<file path="config.mk">
export PLATFORM = sky130hd
export DESIGN_NAME = fp_mul_seq
export DESIGN_NICKNAME = d
export VERILOG_FILES = /design/src/rtl/fp_mul_seq.sv
export SDC_FILE = /design/constraint.sdc
export NUM_CORES = 1
export LEC_CHECK = 0
export ABC_AREA = 0
export BUFFER_PORTS_ARGS = -buffer_cell sky130_fd_sc_hd__buf_2
export CORE_MARGIN = 1.5
export CORE_UTILIZATION = 60
export CTS_CLUSTER_DIAMETER = 150
export DETAILED_ROUTE_END_ITERATION = 8
export GPL_TIMING_DRIVEN = 0
export PLACE_DENSITY = 0.82
export SLEW_MARGIN = 20
export SYNTH_ARGS = -nofsm -noshare
export SYNTH_HDL_FRONTEND = slang
export SYNTH_SLANG_ARGS = --single-unit
</file>
<file path="constraint.sdc">
create_clock -name clk -period 6.5 [get_ports clk]
set_clock_uncertainty 0.2 [all_clocks]
set_input_delay 0.65 -clock clk [delete_from_list [all_inputs] [get_ports clk]]
set_output_delay 0.65 -clock clk [all_outputs]
set_load 0.02 [all_outputs]
</file>
<file path="src/rtl/fp_mul_seq.sv">
// Sequential single-precision multiplier: shift-add mantissa product, one bit per cycle,
// then a one-cycle normalize/round/pack step; result held until the consumer accepts it.
module fp_mul_seq #(
  parameter int MANT_W = 24,
  parameter int EXP_W  = 8
) (
  input  logic                    clk,
  input  logic                    rst,
  input  logic                    in_valid,
  output logic                    in_ready,
  input  logic [EXP_W+MANT_W-1:0] a,
  input  logic [EXP_W+MANT_W-1:0] b,
  output logic                    out_valid,
  input  logic                    out_ready,
  output logic [EXP_W+MANT_W-1:0] result,
  output logic                    flag_inf,
  output logic                    flag_zero
);

  localparam int DW   = EXP_W + MANT_W;
  localparam int FW   = MANT_W - 1;
  localparam int PW   = 2 * MANT_W;
  localparam int EW   = EXP_W + 2;
  localparam int CW   = $clog2(MANT_W);
  localparam int BIAS = 2 ** (EXP_W - 1) - 1;
  localparam logic signed [EW-1:0] E_MAX = EW'(2 ** EXP_W - 1);
  localparam logic signed [EW-1:0] E_ONE = EW'(1);

  typedef enum logic [1:0] {IDLE, MUL, NORM, DONE} state_t;

  state_t                 state, state_nxt;
  logic                   sign;
  logic [MANT_W-1:0]      a_m, b_m;
  logic [PW-1:0]          prod;
  logic [CW-1:0]          cnt;
  logic signed [EW-1:0]   e_sum;

  logic [EXP_W-1:0] a_exp, b_exp;
  logic             in_sign, any_max, any_zero;

  assign a_exp    = a[DW-2 -: EXP_W];
  assign b_exp    = b[DW-2 -: EXP_W];
  assign in_sign  = a[DW-1] ^ b[DW-1];
  assign any_max  = (&a_exp) | (&b_exp);
  assign any_zero = (a_exp == '0) | (b_exp == '0);

  always_comb begin
    state_nxt = state;
    in_ready  = 1'b0;
    out_valid = 1'b0;
    case (state)
      IDLE: begin
        in_ready = 1'b1;
        if (in_valid) state_nxt = (any_max | any_zero) ? DONE : MUL;
      end
      MUL:  if (cnt == '0) state_nxt = NORM;
      NORM: state_nxt = DONE;
      DONE: begin
        out_valid = 1'b1;
        if (out_ready) state_nxt = IDLE;
      end
      default: state_nxt = IDLE;
    endcase
  end

  // Normalize, round to nearest even, and detect exponent range on the finished product.
  logic [FW-1:0]        frac_t, frac_r;
  logic [FW:0]          frac_sum;
  logic                 guard, sticky, rnd;
  logic signed [EW-1:0] e_n, e_r;

  always_comb begin
    if (prod[PW-1]) begin
      frac_t = prod[PW-2:MANT_W];
      guard  = prod[MANT_W-1];
      sticky = |prod[MANT_W-2:0];
      e_n    = e_sum + E_ONE;
    end else begin
      frac_t = prod[PW-3:MANT_W-1];
      guard  = prod[MANT_W-2];
      sticky = |prod[MANT_W-3:0];
      e_n    = e_sum;
    end
    rnd      = guard & (sticky | frac_t[0]);
    frac_sum = {1'b0, frac_t} + {{FW{1'b0}}, rnd};
    e_r      = e_n + (frac_sum[FW] ? E_ONE : '0);
    frac_r   = frac_sum[FW] ? '0 : frac_sum[FW-1:0];
  end

  always_ff @(posedge clk) begin
    if (rst) begin
      state     <= IDLE;
      sign      <= 1'b0;
      a_m       <= '0;
      b_m       <= '0;
      prod      <= '0;
      cnt       <= '0;
      e_sum     <= '0;
      result    <= '0;
      flag_inf  <= 1'b0;
      flag_zero <= 1'b0;
    end else begin
      state <= state_nxt;
      case (state)
        IDLE: if (in_valid) begin
          sign  <= in_sign;
          a_m   <= {1'b1, a[FW-1:0]};
          b_m   <= {1'b1, b[FW-1:0]};
          e_sum <= EW'({2'b00, a_exp}) + EW'({2'b00, b_exp}) - EW'(BIAS);
          prod  <= '0;
          cnt   <= CW'(MANT_W - 1);
          if (any_max) begin
            result   <= {in_sign, {EXP_W{1'b1}}, {FW{1'b0}}};
            flag_inf <= 1'b1;
          end else if (any_zero) begin
            result    <= {in_sign, {(DW-1){1'b0}}};
            flag_zero <= 1'b1;
          end
        end
        MUL: begin
          // MSB-first: shift the partial product and add the multiplicand when the bit is set.
          if (b_m[cnt]) prod <= {prod[PW-2:0], 1'b0} + {{MANT_W{1'b0}}, a_m};
          else          prod <= {prod[PW-2:0], 1'b0};
          if (cnt != '0) cnt <= cnt - 1'b1;
        end
        NORM: begin
          if (e_r >= E_MAX) begin
            result   <= {sign, {EXP_W{1'b1}}, {FW{1'b0}}};
            flag_inf <= 1'b1;
          end else if (e_r < E_ONE) begin
            result    <= {sign, {(DW-1){1'b0}}};
            flag_zero <= 1'b1;
          end else begin
            result <= {sign, e_r[EXP_W-1:0], frac_r};
          end
        end
        DONE: if (out_ready) begin
          flag_inf  <= 1'b0;
          flag_zero <= 1'b0;
        end
        default: ;
      endcase
    end
  end

endmodule

</file>
Word level (Yosys, flattened, before mapping)
Index checks and enable logic that the tools add are counted.
{"block": "totals", "reg_bits": 148, "inputBits": 68, "elab_cells": 97}
{"block": "classes", "n_addsub": 7, "order_cmp": 3, "eq_ne": 14, "muxes": 38, "bitwise_logic": 6, "n_reduce_logical": 19}
{"op": "32-bit 2-to-1 mux", "n": 3}
{"op": "48-bit 2-to-1 mux", "n": 2}
{"op": "48-bit one-hot mux with 2 select lines", "n": 1}
{"op": "32-bit one-hot mux with 2 select lines", "n": 1}
{"op": "31-bit 2-to-1 mux", "n": 2}
{"op": "48-bit by 24-bit adder with 48-bit output", "n": 1}
{"op": "23-bit 2-to-1 mux", "n": 2}
{"op": "23-bit by 1-bit adder with 24-bit output", "n": 1}
{"op": "23-bit OR reduction", "n": 1}
{"op": "22-bit OR reduction", "n": 1}
{"op": "2-bit != test, second input constant", "n": 10}
{"op": "8-bit zero test", "n": 2}
{"op": "8-bit AND reduction", "n": 2}
{"op": "1-bit 2-to-1 mux", "n": 15}
{"op": "10-bit by 1-bit adder with 10-bit output", "n": 1}
{"op": "10-bit by 2-bit adder with 10-bit output, second input constant", "n": 1}
{"op": "10-bit by 9-bit >= comparator with 1-bit output, second input constant", "n": 1}
{"op": "10-bit by 2-bit less-than comparator with 1-bit output, second input constant", "n": 1}
{"op": "10-bit 2-to-1 mux", "n": 1}
{"op": "5-bit 2-to-1 mux", "n": 2}
{"op": "5-bit one-hot mux with 2 select lines", "n": 1}
{"op": "9-bit by 7-bit subtractor with 10-bit output, second input constant", "n": 1}
{"op": "8-bit by 8-bit adder with 9-bit output", "n": 1}
{"op": "3-bit AND reduction", "n": 3}
{"op": "20 further kinds", "n": 30}

Longest topological paths before layout
Gate-level depths: netlist of run 1.
{"block": "depth", "word_depth": 11, "ltp_mapped": 18}

Worst setup path after synthesis of run 1
Ideal clock, no wire load.
{"block": "synth_path", "kind": "register to register", "startpoint": "register prod[47]", "endpoint": "register result[23]", "t_arrival_ns": 4.241, "t_required_ns": 6.178, "setup_slack_ns": 1.938, "path_stages_with_launch": 18, "path_buffers": 2, "synth_period_minus_slack_ns": 4.562, "cell_sequence": "dfxtp_1 > buf_4 > nand2_1 > a211o_1 > a211o_1 > nor4_2 > and4_1 > ha_1 > ha_1 > o21ai_2 > xnor2_1 > or3_1 > a2111oi_0 > o21ai_1 > o31a_1 > nor2b_4 > buf_6 > a221o_1"}
{"block": "synth_via", "elab_chain_cells": 10}
{"element": "start, declared", "line_no": "34", "text": "logic [PW-1:0] prod;"}
{"element": "start signal, assigned", "line_no": "122", "text": "if (b_m[cnt]) prod <= {prod[PW-2:0], 1'b0} + {{MANT_W{1'b0}}, a_m};"}
{"element": "start signal, assigned", "line_no": "123", "text": "else prod <= {prod[PW-2:0], 1'b0};"}
{"element": "1-bit 2-to-1 mux or 23-bit 2-to-1 mux (tied branches)", "line_no": "73", "text": "if (prod[PW-1]) begin"}
{"element": "1-bit OR", "line_no": "84", "text": "rnd = guard & (sticky | frac_t[0]);"}
{"element": "1-bit bitwise AND", "line_no": "84"}
{"element": "23-bit by 1-bit adder with 24-bit output", "line_no": "85", "text": "frac_sum = {1'b0, frac_t} + {{FW{1'b0}}, rnd};"}
{"element": "1-bit 2-to-1 mux", "line_no": "86", "text": "e_r = e_n + (frac_sum[FW] ? E_ONE : '0);"}
{"element": "10-bit by 1-bit adder with 10-bit output (*)", "line_no": "86"}
{"element": "10-bit by 2-bit less-than comparator with 1-bit output", "line_no": "130", "text": "end else if (e_r < E_ONE) begin"}
{"element": "31-bit 2-to-1 mux", "line_no": "130"}
{"element": "31-bit 2-to-1 mux (*)", "line_no": "127", "text": "if (e_r >= E_MAX) begin"}
{"element": "32-bit one-hot mux with 2 select lines (*)", "line_no": "104", "text": "case (state)"}
{"element": "end signal, assigned", "line_no": "128", "text": "result <= {sign, {EXP_W{1'b1}}, {FW{1'b0}}};"}
{"element": "end signal, assigned", "line_no": "131", "text": "result <= {sign, {(DW-1){1'b0}}};"}
{"element": "end signal, assigned", "line_no": "134", "text": "result <= {sign, e_r[EXP_W-1:0], frac_r};"}
{"element": "end, declared", "line_no": "15", "text": "output logic [EXP_W+MANT_W-1:0] result,"}
Mark *: on every way between the ends. The rest lies on a longest branch, timed or not.
A chain may end at the register's enable or synchronous reset.

Final worst setup path of run 1
{"block": "layout_path", "startpoint": "register prod[47]", "endpoint": "register result[29]"}
Same word-level chain as after synthesis.

==> results of run 1 <==
[critical path: cells and delay by family, from the launching register on]
kind / cells / cell delay (ps)
mux: 1 / 310
xor+xnor: 2 / 440
fa+ha+maj: 2 / 540
flops: 1 / 480
compound gates: 3 / 470
buf+inv: 5 / 2250
simple gates: 3 / 1110
[cell type report]
type	count	area (µm²)	share of cell area
multi-input cells	908	5740	0.549
clock buffers	17	425	0.0407
plain buffers	71	298	0.0285
inverters	36	135	0.0129
clock inverters	15	159	0.0152
repair buffers	103	515	0.0494
flip-flops and latches	147	2940	0.282
well taps	184	230	0.0220
[where the power goes]
part / leakage [µW] / switching [µW] / internal (µW) / total [µW]
Combinational: 0.00269 / 633 / 354 / 987
Clock: 0.000280 / 404 / 566 / 971
Sequential: 0.00119 / 77.4 / 1000 / 1080
[how the worst max path moves through the flow]
| stage | endpoint | cells past startpoint | slack [ps] |
|---|---|---|---|
| 2_1_floorplan | result[23] | 17 | 1940 |
| 3_3_place_gp | result[23] | 17 | 850 |
| 3_5_place_dp | result[23] | 17 | 770 |
| 4_1_cts | result[23] | 17 | 740 |
| 5_1_grt | result[23] | 17 | 350 |
| 6_report | result[29] | 16 | 630 |
[flip-flops by register name (all words and copies together), names as in the netlist]
| signal | flops |
|---|---|
| e_sum | 10 |
| prod | 48 |
| b_m | 23 |
| sign | 1 |
| flag_zero | 1 |
| result | 32 |
| cnt | 5 |
| a_m | 24 |
| state | 2 |
| flag_inf | 1 |
[Yosys cell counts, types with 5 or more instances]
cell	n	share of area
clkbuf_1	56	0.023
a32oi_1	6	0.0058
nand4_1	10	0.0069
a221o_1	7	0.0077
dfxtp_1	147	0.32
xor2_1	27	0.026
nand3_1	24	0.013
o21bai_1	7	0.0058
a311oi_1	7	0.0067
mux4_2	5	0.012
o21a_1	8	0.0066
nor2b_1	10	0.0069
a21o_1	10	0.0082
mux2_2	5	0.0062
nor4_1	11	0.0076
and3_1	10	0.0069
nand2b_1	14	0.0096
a22o_1	22	0.021
a31oi_1	8	0.0055
a21oi_1	122	0.067
xnor2_1	42	0.040
ha_1	48	0.066
a211oi_1	20	0.016
o21ai_0	53	0.029
inv_1	36	0.015
nand2_1	213	0.088
buf_2	7	0.0038
nor3_1	19	0.010
or2_2	8	0.0055
mux2i_1	23	0.025
nor2_1	85	0.035
and2_1	7	0.0048
[placed cells by master (no fill, tap or decap), types with 23 or more instances in the layout]
cell / netlist / layout
o21ai_0: 53 / 53
clkbuf_1: 56 / 56
nand3_1: 24 / 24
buf_2: 7 / 110
a21oi_1: 122 / 122
xnor2_1: 42 / 42
inv_1: 36 / 36
ha_1: 48 / 48
nor2_1: 85 / 85
dfxtp_1: 147 / 147
nand2_1: 213 / 213
xor2_1: 27 / 27
mux2i_1: 23 / 23
[per-layer routing]
metal	vias to the layer above	GRT usage
li1	4367	-
met1	4048	0.379
met2	292	0.500
met3	63	0.0527
met4	0	0.120
met5	-	0
[cells by family after synthesis]
family	Yosys count	synth area share
mux	33	0.0438
simple gates	443	0.225
flops	147	0.323
compound gates	312	0.223
buf+inv	107	0.0475
xor+xnor	70	0.0681
fa+ha+maj	50	0.0703
[through the flow]
| step | setup slack [ps] | total power [µW] | hold WS (ps) |
|---|---|---|---|
| floorplan | 1940 | 1810 | 232 |
| global placement | 849 | 2040 | 239 |
| detailed placement | 773 | 2060 | 247 |
| CTS | 741 | 3030 | 243 |
| global route | 346 | 3220 | 260 |
| finish | 628 | 3040 | 245 |
==> impl_metrics.csv, run 1 <==
group,metric,value,unit
outcome,status,"complete, no violations",
worst_hold_path,hold_path_class,"primary input to flip-flop",
logic_synthesis,synth_nets,1280,
worst_setup_path,cp-start-kind,"flip-flop",
logic_synthesis,async_reset_ff_frac,0,
place,port_buffers,103,
logic_synthesis,synthFlopType,"dfxtp_1",
place,hpwl,17300,µm
logic_synthesis,ys_types,76,
drt,met3_length,1270,µm
worst_hold_path,hold_depth,3,
layout,fin_area,0.0104,mm²
clock_tree,clock_path_buffers,2,
clock_tree,cts_hold_buf,0,
sta,setup-tns-final,0,ps
worst_setup_path,worstSetupEndpointType,"flip-flop",
global_route,antenna_found_initial,0,
drt,drt_iter0_drc,541,
logic_synthesis,avgSynthCellArea,7.84,µm²
worst_setup_path,reg2reg_slack,630,ps
drt,wl,23200,µm
sta,finalHoldViolations,0,
worst_setup_path,crit_type,"flip-flop to flip-flop",
global_route,grt_pass1_wl,38500,µm
logic_synthesis,yosysSeqAreaShare,0.323,
drt,ant_nets,0,
logic_synthesis,syn_inst,1162,
sta,fmax,170,MHz
floorplanning,die_height,126,µm
layout,postLayoutCoreUtil,0.710,
sta,finalSetupViolCount,0,
clock_tree,cts_sinks,147,
worst_setup_path,r2r-start,"prod[47]",
floorplanning,pin_count,104,
layout,syn2layout_area_growth,14.6,%
pwr,irDropWorstVdd,232,µV
sta,tightest_slew,817,ps
clock_tree,root_buffer,"clkbuf_16",
clock_tree,clk_latency,440,ps
logic_synthesis,ys_ff_latch,147,
drt,drc,0,
global_route,grt_overflow,0,
layout,fill_cells,1226,
drt,dr_wl_met2,10900,µm
floorplanning,die_area,0.0159,mm²
floorplanning,row_count,44,
drt,wl_met1,10300,µm
worst_setup_path,crit_arrival,6050,ps
place,gp_congestion,0.925,
layout,fin_nets,1402,
place,place_area,0.00986,mm²
worst_setup_path,rr_endpoint,"result[29]",
worst_setup_path,cp.required,6670,ps
logic_synthesis,yosysWarnings,0,
floorplanning,start_util,0.620,
global_route,grt_usage,0.297,
worst_setup_path,crit_start,"prod[47]",
worst_setup_path,cpMaxStageDelayCell,"clkbuf_1",
worst_hold_path,hold_end,"b_m[1]",
floorplanning,die_x,126,µm
worst_setup_path,path_cells,"buf_4 > clkbuf_1 > clkbuf_1 > buf_1 > buf_1 > xor2_1 > ha_1 > ha_1 > o21ai_2 > or4_1 > xor2_1 > a311oi_1 > or2_2 > mux2_2 > nor2_1 > a221o_1",
global_route,grt_max_degree,17,
layout,n_antenna_cell,0,
worst_setup_path,cpPeakStageDelay,570,ps
drt,highest_layer,"met4",
sta,post-route-min-period,5870,ps
sta,drv_slew,0,
clock_tree,postCtsSetupRepairBufs,0,
drt,dr_total_vias,8770,
worst_hold_path,min-delay-start,"b[1]",
run,max-cap-violations,0,
global_route,grt_pass1_vias,8185,
place,place_inst,1449,
layout,layout-drive-gt1-share,0.136,
logic_synthesis,synth_edf_count,0,
sta,fin_crit_sh,0.903,
layout,fin_cells,1481,
clock_tree,tritoncts,"yes",
drt,avgViaCountPerCell,5.92,
floorplanning,core,0.0147,mm²
clock_tree,cts_htree_levels,4,
worst_setup_path,path_max_fanout,10,
clock_tree,cts_buffers,17,
pwr,p_per_area,291,mW/mm²
sta,grt_setup_unrepaired,"no",
drt,dr.pass1.iters,5,
sta,relSlewSlack,0.454,
pwr,p_leak,0.00417,µW
clock_tree,clk_pin_slew,70,ps
worst_setup_path,reg2reg_depth,16,
logic_synthesis,netlist_area,0.00911,mm²
drt,post_drt_wl_per_cell,15.7,µm
clock_tree,cts_resized,0,
Power figures use the tool's default switching activity.
==> run 2: changes to the inputs <==
--- a/config.mk
+++ b/config.mk
@@ -8,11 +8,10 @@
 export ABC_AREA = 0
 export BUFFER_PORTS_ARGS = -buffer_cell sky130_fd_sc_hd__buf_2
 export CORE_MARGIN = 1.5
-export CORE_UTILIZATION = 60
+export CORE_UTILIZATION = 40
 export CTS_CLUSTER_DIAMETER = 150
 export DETAILED_ROUTE_END_ITERATION = 8
 export GPL_TIMING_DRIVEN = 0
-export PLACE_DENSITY = 0.82
 export SLEW_MARGIN = 20
 export SYNTH_ARGS = -nofsm -noshare
 export SYNTH_HDL_FRONTEND = slang
==> run 2 against run 1 <==
Fmax fell by 2.3%. Largest cell class unchanged. Critical path depth is the same. Flip-flop and latch count did not move. Worst hold slack got worse by 9.3 ps. Critical endpoint is now result[24]. Wire length increased by 6.4%. Count of clock-buffer cells in the layout did not move. Global-route usage decreased by 8.3 points. Via count shrank 2.4%. Register-to-register slack worse by 140 ps.
==> impl_metrics.csv, run 2 (synthesized netlist as in run 1, its figures left out) <==
group,metric,value,unit
floorplanning,die_height,154,µm
worst_setup_path,reg2reg_depth,16,
pwr,p_leak,0.00417,µW
clock_tree,cts_hold_buf,0,
floorplanning,pin_count,104,
global_route,grt_pass1_vias,8148,
worst_setup_path,worstPathBufferInverterCount,5,
sta,tightest_slew,893,ps
sta,relSlewSlack,0.401,
clock_tree,clk_pin_slew,80,ps
floorplanning,row_count,55,
worst_setup_path,worstSetupEndpointType,"flip-flop",
run,max-cap-violations,0,
floorplanning,die_x,154,µm
layout,fin_nets,1402,
clock_tree,cts_htree_levels,4,
pwr,p_per_area,291,mW/mm²
clock_tree,cts_buffers,17,
sta,grt_setup_unrepaired,"no",
place,dp_slack,568,ps
drt,drt_iter0_drc,517,
layout,mostFrequentLayoutCells,"nand2_1 (213), dfxtp_1 (147), a21oi_1 (122)",
global_route,grt_usage,0.214,
place,place_area,0.00998,mm²
worst_setup_path,cpPeakStageDelay,590,ps
worst_setup_path,path_cells,"buf_4 > clkbuf_1 > clkbuf_1 > buf_1 > buf_1 > xor2_1 > ha_1 > ha_1 > o21ai_2 > or4_1 > xor2_1 > a311oi_1 > or2_2 > mux2_2 > nor2_1 > a221o_1",
sta,fin_crit_sh,0.925,
floorplanning,die_area,0.0237,mm²
layout,regMostFlops,"prod",
clock_tree,postCtsSetupRepairBufs,0,
drt,dr_total_vias,8560,
clock_tree,clock_path_buffers,2,
global_route,grt_overflow,0,
drt,dr.pass1.iters,6,
clock_tree,cts_resized,0,
drt,wl,24700,µm
sta,finalHoldViolations,0,
drt,avgViaCountPerCell,5.41,
layout,final_common_cell,"nand2_1",
layout,reg_top3,"prod (48), result (32), a_m (24)",
layout,largest_reg_flops,48,
sta,post-route-min-period,6010,ps
layout,layout-drive-gt1-share,0.136,
worst_setup_path,crit_type,"flip-flop to flip-flop",
worst_setup_path,cp-start-kind,"flip-flop",
pwr,irDropWorstVdd,158,µV
clock_tree,cts_sinks,147,
worst_setup_path,cpMaxStageDelayCell,"buf_1",
layout,syn2layout_area_growth,16.0,%
drt,ant_nets,0,
layout,fin_area,0.0106,mm²
sta,fmax,166,MHz
sta,drv_slew,0,
place,hpwl,18600,µm
global_route,grt_pass1_wl,40900,µm
place,port_buffers,103,
worst_setup_path,cp_num_cells,16,
layout,fill_cells,2324,
place,gp_congestion,0.900,
worst_setup_path,crit_family,"buffers and inverters",
clock_tree,root_buffer,"clkbuf_16",
drt,post_drt_wl_per_cell,15.6,µm
layout,n_antenna_cell,0,
worst_setup_path,crit_arrival,6190,ps
worst_hold_path,hold_depth,3,
sta,setup-tns-final,0,ps
floorplanning,start_util,0.405,
global_route,grt_max_degree,17,
worst_setup_path,path_max_fanout,10,
worst_hold_path,hold_path_class,"primary input to flip-flop",
floorplanning,core,0.0225,mm²
global_route,antenna_found_initial,1,
sta,setup_slack,489,ps
clock_tree,tritoncts,"yes",
outcome,status,"complete, no violations",
clock_tree,clk_latency,440,ps
drt,drc,0,
sta,finalSetupViolCount,0,
worst_setup_path,cp.required,6680,ps
run 2: cell types whose count changed in the layout (fill, tap and decap cells not counted):
cell,delta
bufinv_16,-1
clkinvlp_4,-1
clkinv_2,-3
inv_8,+4
inv_6,+4
clkinv_4,-3
run 2: final cells by class:
type                            count  area, µm²  area share
Tap cell                          285        357      0.0337
Clock inverter                     15        160      0.0152
Buffer                             71        298      0.0282
Inverter                           36        135      0.0128
Multi-Input combinational cell    908       5740       0.543
Timing Repair Buffer              103        515      0.0488
Clock buffer                       17        425      0.0403
Sequential cell                   147       2940       0.278
run 2: path summary, 6_finish.rpt:
check	from	to	slack (ps)
setup / recovery	prod[47]	result[24]	490
hold / removal	b[6]	b_m[6]	240
setup reg to reg	prod[47]	result[24]	490
hold reg to reg	b_m[15]	b_m[15]	250
run 2: power by group:
| part | switching (µW) | internal (µW) |
|---|---|---|
| sequential | 76.2 | 1000 |
| clock | 453 | 545 |
| combinational | 642 | 355 |
| total | 1170 | 1900 |
run 2: stage by stage:
step	hold slack [ps]	total power, µW	instances	utilization
after detailed placement	246	2090	1550	0.444
final	236	3070	1582	0.470
after floorplan	232	1810	1162	-
after CTS	230	3090	1582	0.470
after global routing	224	3270	1582	0.470
after global placement	241	2080	1550	0.444
run 2: metal layers:
layer,share of wire,GRT usage,up-vias
met5,0.00041,0,-
met4,0.015,0.0536,2
met3,0.053,0.0516,30
met2,0.45,0.348,220
met1,0.48,0.284,3939
li1,-,-,4369
run 2: worst reg2reg max path, delay by kind of cell, from the launching register on:
kind	cells	cell delay, ps
XOR/XNOR	2	500
AO/OA/AOI/OAI	3	490
adder cells (fa/ha/maj)	2	520
buffers and inverters	5	2280
multiplexers	1	290
flip-flops	1	500
AND/OR/NAND/NOR	3	1180
==> run 3: changes to the inputs <==
==> constraint.sdc (replaced) <==
create_clock -name clk -period 6 [get_ports clk]
set_clock_uncertainty 0.2 [all_clocks]
set_input_delay 0.6 -clock clk [delete_from_list [all_inputs] [get_ports clk]]
set_output_delay 0.6 -clock clk [all_outputs]
set_load 0.02 [all_outputs]
==> run 3 against run 2 <==
Die area is the same. Wire length grew 0.20%. Flip-flop and latch count unchanged. Sequential share of layout area is essentially flat. Critical path depth is the same. Global-route usage stayed put. Core utilization hardly changed. Fmax up 7.2%. Clock power is 8% higher. Total power increased by 8.3%. Sequential power is 8% higher. Largest cell class unchanged.
==> impl_metrics.csv, run 3 (synthesized netlist as in run 1, its figures left out) <==
group,metric,value,unit
outcome,status,"complete, no violations",
global_route,gr-max-usage-layer,"met2",
pwr,power_switching,1270,µW
clock_tree,cts_sinks,147,
pwr,combPwrFrac,0.325,
sta,drv_slew,0,
drt,dr.pass1.iters,5,
layout,syn2layout_area_growth,16.0,%
layout,regMostFlops,"prod",
pwr,swShare,0.381,
place,hpwl,18600,µm
sta,setup-tns-final,0,ps
global_route,grt_usage,0.214,
pwr,fin_total_pwr,3330,µW
drt,wl,24700,µm
sta,relSlewSlack,0.405,
worst_hold_path,hold_path_class,"primary input to flip-flop",
global_route,use_met2,0.348,
layout,fin_nets,1402,
drt,dr_total_vias,8547,
layout,final_common_cell,"nand2_1",
global_route,antenna_found_initial,1,
floorplanning,pin_count,104,
layout,regArea,0.00294,mm²
drt,drt_iter0_drc,518,
global_route,grt_overflow,0,
worst_setup_path,crit_type,"flip-flop to flip-flop",
drt,avgViaCountPerCell,5.40,
sta,post-route-min-period,5610,ps
global_route,grt_pass1_wl,40900,µm
sta,fmax,178,MHz
drt,post_drt_wl_per_cell,15.6,µm
drt,drc,0,
place,port_buffers,103,
layout,largest_reg_flops,48,
pwr,p_per_area,315,mW/mm²
layout,layout-drive-gt1-share,0.138,
worst_setup_path,cp.required,6180,ps
layout,mostFrequentLayoutCells,"nand2_1 (213), dfxtp_1 (147), a21oi_1 (122)",
layout,reg_top3,"prod (48), result (32), a_m (24)",
floorplanning,start_util,0.405,
floorplanning,core,0.0225,mm²
place,gp_congestion,0.900,
sta,finalHoldViolations,0,
global_route,met3_usage,0.0516,
pwr,power_frac_clock,0.325,
global_route,grt_pass1_vias,8148,
pwr,irDropWorstVdd,170,µV
layout,fill_cells,2323,
worst_setup_path,cp-start-kind,"flip-flop",
worst_setup_path,worstSetupEndpointType,"flip-flop",
floorplanning,die_x,154,µm
pwr,power_frac_seq,0.350,
floorplanning,die_height,154,µm
sta,fin_crit_sh,0.935,
floorplanning,row_count,55,
layout,multi_input_area,0.00574,mm²
global_route,grt_max_degree,17,
clock_tree,clk_pin_slew,80,ps
clock_tree,tritoncts,"yes",
floorplanning,die_area,0.0237,mm²
worst_setup_path,crit_arrival,5790,ps
drt,ant_nets,0,
clock_tree,root_buffer,"clkbuf_16",
global_route,met1_usage,0.284,
clock_tree,cts_buffers,17,
run,max-cap-violations,0,
sta,tightest_slew,887,ps
sta,finalSetupViolCount,0,
clock_tree,cts_hold_buf,0,
clock_tree,clk_latency,440,ps
clock_tree,cts_htree_levels,4,
place,place_area,0.00998,mm²
sta,grt_setup_unrepaired,"no",
clock_tree,clock_path_buffers,2,
layout,fin_area,0.0106,mm²
pwr,p_leak,0.00418,µW
layout,n_antenna_cell,0,
pwr,p_int,2060,µW
worst_setup_path,path_max_fanout,10,
[run 3: changes by cell type in the layout (fill, tap and decap cells not counted), sizes merged]
cell and delta:
clkbuf +1, buf -1
[run 3: path summary, 6_finish.rpt]
check	startpoint	to	slack (ps)	cells after the start
setup / recovery	prod[47]	result[24]	390	16
hold / removal	b[6]	b_m[6]	190	3
setup reg to reg	prod[47]	result[24]	390	16
hold reg to reg	b_m[15]	b_m[15]	250	2
[run 3: repair_timing]
action / 4_1_cts / 5_1_grt
endpoints found under the setup margin: 0 / 32
hold endpoints to repair: 0 / 0
gates resized for setup: 0 / 3
setup buffers: 0 / 0
[run 3: power by group through the flow]
stage | registers, µW | logic, µW | clock network [µW]
6_report | 1170 | 1080 | 1080
5_1_grt | 1180 | 1210 | 1150
4_1_cts | 1170 | 1080 | 1100
3_5_place_dp | 1190 | 1080 | 0
3_3_place_gp | 1190 | 1070 | 0
2_1_floorplan | 1170 | 785 | 0
[run 3: critical path, cell delays in order, from the launching register on]
cell and delay, ps:
dfxtp_1 500, buf_4 260, clkbuf_1 330, clkbuf_2 370
buf_1 520, clkbuf_2 420, xor2_1 190, ha_1 290
ha_1 230, o21ai_2 110, or4_1 430, xor2_1 280
a311oi_1 190, or2_2 320, mux2_2 290, nor2_1 420
a221o_1 180
[run 3: metrics by stage]
step	utilization	instances	hold slack [ps]	setup slack (ps)
global placement	0.444	1550	241	70.0
detailed placement	0.444	1550	246	68.1
global route	0.470	1582	174	83.6
floorplan	-	1162	232	1440
CTS	0.470	1582	180	54.3
finish	0.470	1582	188	391
[run 3: metal layers]
metal	part of all wire	vias to the layer above
met1	0.48	3930
met2	0.45	217
li1	-	4370
met4	0.015	2
met5	0.00040	-
met3	0.055	28
[run 3: final cells by class]
class	instances	area share
clock buffers	17	0.0402
well taps	285	0.0337
plain buffers	71	0.0284
inverters	36	0.0128
flip-flops and latches	147	0.278
repair buffers	103	0.0488
multi-input cells	908	0.543
clock inverters	15	0.0151
